==> src/rtl/seven_seg_pkg.sv <==
// Shared types and the hex-to-segment table for the multiplexed 7-segment display.
// Segment vectors are {g,f,e,d,c,b,a}, active-low (common anode).
package seven_seg_pkg;

  typedef logic [3:0] nibble_t;

  typedef enum logic [1:0] {OFF, GUARD, DRIVE} scan_state_t;

  localparam logic [6:0] SEG_BLANK = 7'h7F;

  function automatic logic [6:0] hex_to_seg(input nibble_t value);
    logic [6:0] pattern;
    case (value)
      4'h0: pattern = 7'b1000000;
      4'h1: pattern = 7'b1111001;
      4'h2: pattern = 7'b0100100;
      4'h3: pattern = 7'b0110000;
      4'h4: pattern = 7'b0011001;
      4'h5: pattern = 7'b0010010;
      4'h6: pattern = 7'b0000010;
      4'h7: pattern = 7'b1111000;
      4'h8: pattern = 7'b0000000;
      4'h9: pattern = 7'b0010000;
      4'hA: pattern = 7'b0001000;
      4'hB: pattern = 7'b0000011;
      4'hC: pattern = 7'b1000110;
      4'hD: pattern = 7'b0100001;
      4'hE: pattern = 7'b0000110;
      default: pattern = 7'b0001110;
    endcase
    return pattern;
  endfunction

endpackage

==> src/rtl/seven_segment_display.sv <==
// Combinational hex-nibble to active-low segment decoder.
module seven_segment_display
  import seven_seg_pkg::*;
(
  input  nibble_t    value,
  output logic [6:0] seg
);

  assign seg = hex_to_seg(value);

endmodule

==> src/rtl/seven_segment_scan_ctrl.sv <==
// Scans NUM_DIGITS common-anode digits through one decoder, with dead-time between
// slots and a double-buffered load port that only swaps values at frame boundaries.
module seven_segment_scan_ctrl
  import seven_seg_pkg::*;
#(
  parameter int NUM_DIGITS   = 8,
  parameter int REFRESH_DIV  = 50000,
  parameter int GUARD_CYCLES = 2
) (
  input  logic                    clk,
  input  logic                    rst,
  input  logic                    enable,
  input  logic                    lz_suppress,
  input  logic                    load_valid,
  output logic                    load_ready,
  input  logic [4*NUM_DIGITS-1:0] load_value,
  input  logic [NUM_DIGITS-1:0]   load_dp,
  output logic [NUM_DIGITS-1:0]   an,
  output logic [6:0]              seg,
  output logic                    dp
);

  localparam int IDX_W   = $clog2(NUM_DIGITS);
  localparam int CNT_MAX = (REFRESH_DIV > GUARD_CYCLES) ? REFRESH_DIV : GUARD_CYCLES;
  localparam int CNT_W   = $clog2(CNT_MAX);
  localparam logic [CNT_W-1:0] DRIVE_LAST = CNT_W'(REFRESH_DIV - 1);
  localparam logic [CNT_W-1:0] GUARD_LAST = CNT_W'(GUARD_CYCLES - 1);
  localparam logic [IDX_W-1:0] IDX_LAST   = IDX_W'(NUM_DIGITS - 1);
  // Every slot opens with dead-time unless the guard is configured away.
  localparam scan_state_t SLOT_START = (GUARD_CYCLES == 0) ? DRIVE : GUARD;

  scan_state_t             state_reg;
  logic [IDX_W-1:0]        idx_reg;
  logic [CNT_W-1:0]        cnt_reg;
  logic [4*NUM_DIGITS-1:0] active_value_reg;
  logic [NUM_DIGITS-1:0]   active_dp_reg;
  logic [4*NUM_DIGITS-1:0] pend_value_reg;
  logic [NUM_DIGITS-1:0]   pend_dp_reg;
  logic                    pend_valid_reg;
  logic [NUM_DIGITS-1:0]   an_reg;
  logic [6:0]              seg_reg;
  logic                    dp_reg;

  nibble_t               nib [NUM_DIGITS];
  logic [NUM_DIGITS:0]   upper_zero;
  nibble_t               cur_nib;
  logic [6:0]            dec_seg;
  logic                  blank;
  logic                  boundary;

  // upper_zero[i] is set when nibbles NUM_DIGITS-1 down to i of the active value are all zero.
  assign upper_zero[NUM_DIGITS] = 1'b1;
  for (genvar gi = 0; gi < NUM_DIGITS; gi++) begin : g_digit
    assign nib[gi]        = active_value_reg[gi*4 +: 4];
    assign upper_zero[gi] = upper_zero[gi+1] && (nib[gi] == 4'h0);
  end

  assign cur_nib  = nib[idx_reg];
  assign blank    = lz_suppress && (idx_reg != '0) && upper_zero[idx_reg];
  assign boundary = (state_reg == DRIVE) && (cnt_reg == DRIVE_LAST) && (idx_reg == IDX_LAST);

  seven_segment_display u_decode (
    .value (cur_nib),
    .seg   (dec_seg)
  );

  always_ff @(posedge clk) begin
    if (rst) begin
      state_reg        <= OFF;
      idx_reg          <= '0;
      cnt_reg          <= '0;
      active_value_reg <= '0;
      active_dp_reg    <= '0;
      pend_value_reg   <= '0;
      pend_dp_reg      <= '0;
      pend_valid_reg   <= 1'b0;
      an_reg           <= '1;
      seg_reg          <= SEG_BLANK;
      dp_reg           <= 1'b1;
    end else begin
      if (state_reg == DRIVE) begin
        an_reg  <= ~(NUM_DIGITS'(1) << idx_reg);
        seg_reg <= blank ? SEG_BLANK : dec_seg;
        dp_reg  <= ~active_dp_reg[idx_reg];
      end else begin
        an_reg  <= '1;
        seg_reg <= SEG_BLANK;
        dp_reg  <= 1'b1;
      end

      if (!enable) begin
        state_reg <= OFF;
        idx_reg   <= '0;
        cnt_reg   <= '0;
      end else begin
        case (state_reg)
          OFF: begin
            state_reg <= SLOT_START;
            idx_reg   <= '0;
            cnt_reg   <= '0;
          end
          GUARD: begin
            if (cnt_reg == GUARD_LAST) begin
              state_reg <= DRIVE;
              cnt_reg   <= '0;
            end else begin
              cnt_reg <= cnt_reg + 1'b1;
            end
          end
          DRIVE: begin
            if (cnt_reg == DRIVE_LAST) begin
              cnt_reg   <= '0;
              idx_reg   <= (idx_reg == IDX_LAST) ? '0 : idx_reg + 1'b1;
              state_reg <= SLOT_START;
            end else begin
              cnt_reg <= cnt_reg + 1'b1;
            end
          end
          default: state_reg <= OFF;
        endcase
      end

      // A load can only be accepted with pending empty and only a full pending transfers,
      // so a load landing on a boundary waits for the next one.
      if (pend_valid_reg && (boundary || state_reg == OFF)) begin
        active_value_reg <= pend_value_reg;
        active_dp_reg    <= pend_dp_reg;
        pend_valid_reg   <= 1'b0;
      end else if (load_valid && !pend_valid_reg) begin
        pend_value_reg <= load_value;
        pend_dp_reg    <= load_dp;
        pend_valid_reg <= 1'b1;
      end
    end
  end

  assign load_ready = !pend_valid_reg;
  assign an         = an_reg;
  assign seg        = seg_reg;
  assign dp         = dp_reg;

endmodule

==> config.mk <==
export PLATFORM = sky130hd
export DESIGN_NAME = seven_segment_scan_ctrl
export DESIGN_NICKNAME = d
export VERILOG_FILES = /design/src/rtl/seven_seg_pkg.sv /design/src/rtl/seven_segment_display.sv /design/src/rtl/seven_segment_scan_ctrl.sv
export SDC_FILE = /design/constraint.sdc
export NUM_CORES = 1
export LEC_CHECK = 0
export CORE_ASPECT_RATIO = 1.25
export CORE_MARGIN = 2
export CORE_UTILIZATION = 56
export CTS_CLUSTER_SIZE = 30
export DETAILED_ROUTE_END_ITERATION = 10
export PLACE_DENSITY = 0.85
export SYNTH_ARGS = -nofsm -noshare
export SYNTH_HDL_FRONTEND = slang
export SYNTH_SLANG_ARGS = --single-unit
==> constraint.sdc <==
create_clock -name clk -period 2.65 [get_ports clk]
set_clock_uncertainty 0.05 [all_clocks]
set_input_delay 0.53 -clock clk [delete_from_list [all_inputs] [get_ports clk]]
set_output_delay 0.53 -clock clk [all_outputs]
set_load 0.03 [all_outputs]
==> results.json <==
{
  "synth_cell_types": 53,
  "grt_max_degree": 81,
  "hold_depth": 3,
  "synth_nets": 670,
  "dp.cells": 766,
  "final_max_slew_viol_count": 0,
  "grt_usage_pct": 23.0,
  "root_buffer": "clkbuf_16",
  "area_growth_pct": 23.1,
  "fillers": 716,
  "cts.sinks": 118,
  "synth_ff_type": "dfxtp_1",
  "min_to": "dp$_SDFF_PP1_",
  "post-route-drc-count": 0,
  "final-seq-area_um2": 2360,
  "seqPwrFrac_pct": 40.7,
  "holdBufCountCts": 0,
  "critical_path_required_ns": 2.87,
  "synth_area_leaders": "dfxtp_1 (43%), nand2b_1 (9.6%), mux2i_1 (8.2%), nand2_1 (7.2%), a21oi_1 (4.7%)",
  "ir_drop_v": 0.000524,
  "max_freq_mhz": 409,
  "dieWidth_um": 92.9,
  "instances_no_fill": 797,
  "grt_pass1_wl_um": 19500,
  "timing.final.crit_share_pct": 92.4,
  "antenna_found_initial": 0,
  "multi_input_area_um2": 2930,
  "drt-total-wl_um": 11600,
  "hpwlAfterDp_um": 7770,
  "overflow": 0,
  "cts_tree": "done",
  "finalHoldViolCount": 0,
  "maxCapViolCount": 0,
  "worstPathMaxFanout": 7,
  "place_ws_ns": 0.201,
  "drive_gt1_share_pct": 9.24,
  "clk-insertion-delay-late_ns": 0.42,
  "viasPerCell": 5.50,
  "critPathKind": "flop to flop",
  "numCtsBuffers": 17,
  "p_clk_share_pct": 51.3,
  "swShare_pct": 22.3,
  "post_cts_resized": 0,
  "maxSlewHeadroom_pct": 58.6,
  "use_met1_pct": 27.7,
  "rows": 40,
  "r2r_start": "idx_reg[0]$_SDFFE_PP0P_",
  "rsz0062_at_grt": "false",
  "reg2reg_depth": 7,
  "synthCells": 607,
  "layout.nets": 722,
  "yosysTopAreaCell": "dfxtp_1",
  "yosys_register_bits": 118,
  "cts_setup_buffers": 0,
  "cts_buffer_depth": 2,
  "drt_iter0_drc": 307,
  "outcome": "complete, no violations",
  "power_frac_comb_pct": 8.1,
  "worstSetupEndpointType": "flop",
  "worst_pin_slew_ns": 0.621,
  "grt_use_met2_pct": 38.0,
  "port_buffers": 61,
  "fin_tns_setup_ns": 0,
  "io_pins": 62,
  "cts.htree.levels": 4,
  "synth_edf_count": 0,
  "p_leak_nw": 2.47,
  "power.density_nw_per_um2": 677,
  "gp_congestion": 0.907,
  "die-area_um2": 10700,
  "antenna_cells": 0,
  "die_y_um": 115,
  "timing.final.ws_setup_ns": 0.202,
  "fin_crit_ns": 2.45,
  "grt_pass1_vias": 4170,
  "final_util_pct": 70.8,
  "initial_core_util_pct": 57.5,
  "clk_pin_slew_worst_paths_ns": 0.06,
  "setup_violations": 0,
  "vias": 4384,
  "regToRegSetupSlack_ns": 0.20,
  "dr.pass1.iters": 5,
  "wl_per_cell_um": 14.5,
  "synth_top_area_share_pct": 42.7,
  "p_int_mw": 3.58,
  "syn_area_per_cell_um2": 9.10,
  "met3_usage_pct": 5.90,
  "hold_start": "rst",
  "power_switching_mw": 1.03,
  "synth_area_um2": 5530,
  "drtAntennaViolNets": 0,
  "cp_data_arrival_time_ns": 2.67,
  "ys_async_sr_fraction_pct": 0,
  "busiest_layer": "met2",
  "start_kind": "flop",
  "holdCritPathClass": "input pin to flop",
  "rr_endpoint": "seg[3]$_SDFF_PP1_",
  "ys_warn_count": 0,
  "ys_seq_area_share_pct": 42.7,
  "coreArea_um2": 9610
}
==> per-layer routing <==
| metal | wire, µm | vias to the layer above |
|---|---|---|
| met5 | 0 | - |
| met4 | 331 | 0 |
| met3 | 565 | 26 |
| met2 | 5760 | 145 |
| met1 | 4930 | 2051 |
| li1 | - | 2162 |
==> cell type report <==
| class | instances | area share, % |
|---|---|---|
| clock inverter | 14 | 2.72 |
| tap | 126 | 2.32 |
| sequential | 118 | 34.7 |
| inverter | 10 | 0.552 |
| multi-input combinational | 441 | 43.0 |
| clock buffer | 17 | 6.25 |
| timing repair buffer | 71 | 10.4 |
==> power by group through the flow <==
stage | sequential (mW) | combinational [mW] | clock [mW]
2_1_floorplan | 1.90 | 0.249 | 0
3_3_place_gp | 1.91 | 0.358 | 0
4_1_cts | 1.87 | 0.373 | 2.38
6_report | 1.87 | 0.372 | 2.36
5_1_grt | 1.88 | 0.410 | 2.46
3_5_place_dp | 1.91 | 0.368 | 0
==> cell usage in the layout (no fill, tap or decap), types with 3 or more instances in the layout <==
master / n
a211oi_1: 3
nor2b_1: 10
buf_4: 8
clkbuf_16: 17
bufinv_16: 4
a21oi_1: 52
and3_1: 3
nand2b_1: 85
clkinv_2: 5
nand2_1: 106
nor2_1: 26
nor4_1: 11
mux2i_1: 45
ha_1: 18
o21ai_0: 7
clkinvlp_4: 3
inv_1: 9
xor2_1: 3
nand4_1: 5
dfxtp_1: 118
clkdlybuf4s50_1: 60
mux4_2: 9
nand3_1: 9
xnor2_1: 9
o221ai_1: 5
==> Yosys cell counts (2+ instances only) <==
| master | n |
|---|---|
| buf_2 | 2 |
| mux2_2 | 2 |
| dfxtp_1 | 118 |
| o21ai_1 | 2 |
| mux2i_1 | 45 |
| o21ai_0 | 7 |
| a21oi_1 | 52 |
| nand2_1 | 106 |
| o221ai_1 | 5 |
| and2_0 | 2 |
| clkbuf_1 | 27 |
| xnor2_1 | 9 |
| mux4_2 | 9 |
| and3_1 | 3 |
| nand3_1 | 9 |
| nand4_1 | 5 |
| nor3_1 | 2 |
| inv_1 | 9 |
| nand2b_1 | 85 |
| nor2b_1 | 11 |
| buf_6 | 7 |
| ha_1 | 18 |
| o22ai_1 | 2 |
| nor4_1 | 11 |
| a211oi_1 | 3 |
| xor2_1 | 3 |
| or3_1 | 2 |
| nor2_1 | 26 |
==> logic make-up after synthesis <==
family / count (synthesis) / share of synthesized area [%]
buffers and inverters: 48 / 4.32
AO/OA/AOI/OAI: 83 / 8.90
flip-flops: 118 / 42.7
multiplexers: 59 / 13.4
adder cells (fa/ha/maj): 18 / 4.08
AND/OR/NAND/NOR: 269 / 24.7
XOR/XNOR: 12 / 1.90
==> critical path, cell delays in order (launching register included) <==
cell and delay, ns:
dfxtp_1 0.54, mux4_1 0.62, mux2i_2 0.35, inv_1 0.15, ha_1 0.26, mux2i_1 0.13, and2_0 0.14, o21ai_1 0.07
==> worst max path at each step <==
stage,from,end,slack [ns]
global placement,idx_reg[0]$_SDFFE_PP0P_,seg[3]$_SDFF_PP1_,0.33
CTS,idx_reg[0]$_SDFFE_PP0P_,seg[3]$_SDFF_PP1_,0.18
global route,idx_reg[0]$_SDFFE_PP0P_,seg[6]$_SDFF_PP1_,0.004
detailed placement,idx_reg[0]$_SDFFE_PP0P_,seg[3]$_SDFF_PP1_,0.20
finish,idx_reg[0]$_SDFFE_PP0P_,seg[3]$_SDFF_PP1_,0.20
floorplan,idx_reg[0]$_SDFFE_PP0P_,seg[3]$_SDFF_PP1_,0.36
==> stage by stage <==
stage	power, mW	hold slack [ns]	cell area, µm²
global placement	2.26	0.394	6190
global route	4.75	0.382	6800
detailed placement	2.28	0.398	6190
floorplan	2.15	0.387	5530
finish	4.61	0.358	6800
CTS	4.63	0.346	6800
Power figures use the tool's default switching activity.
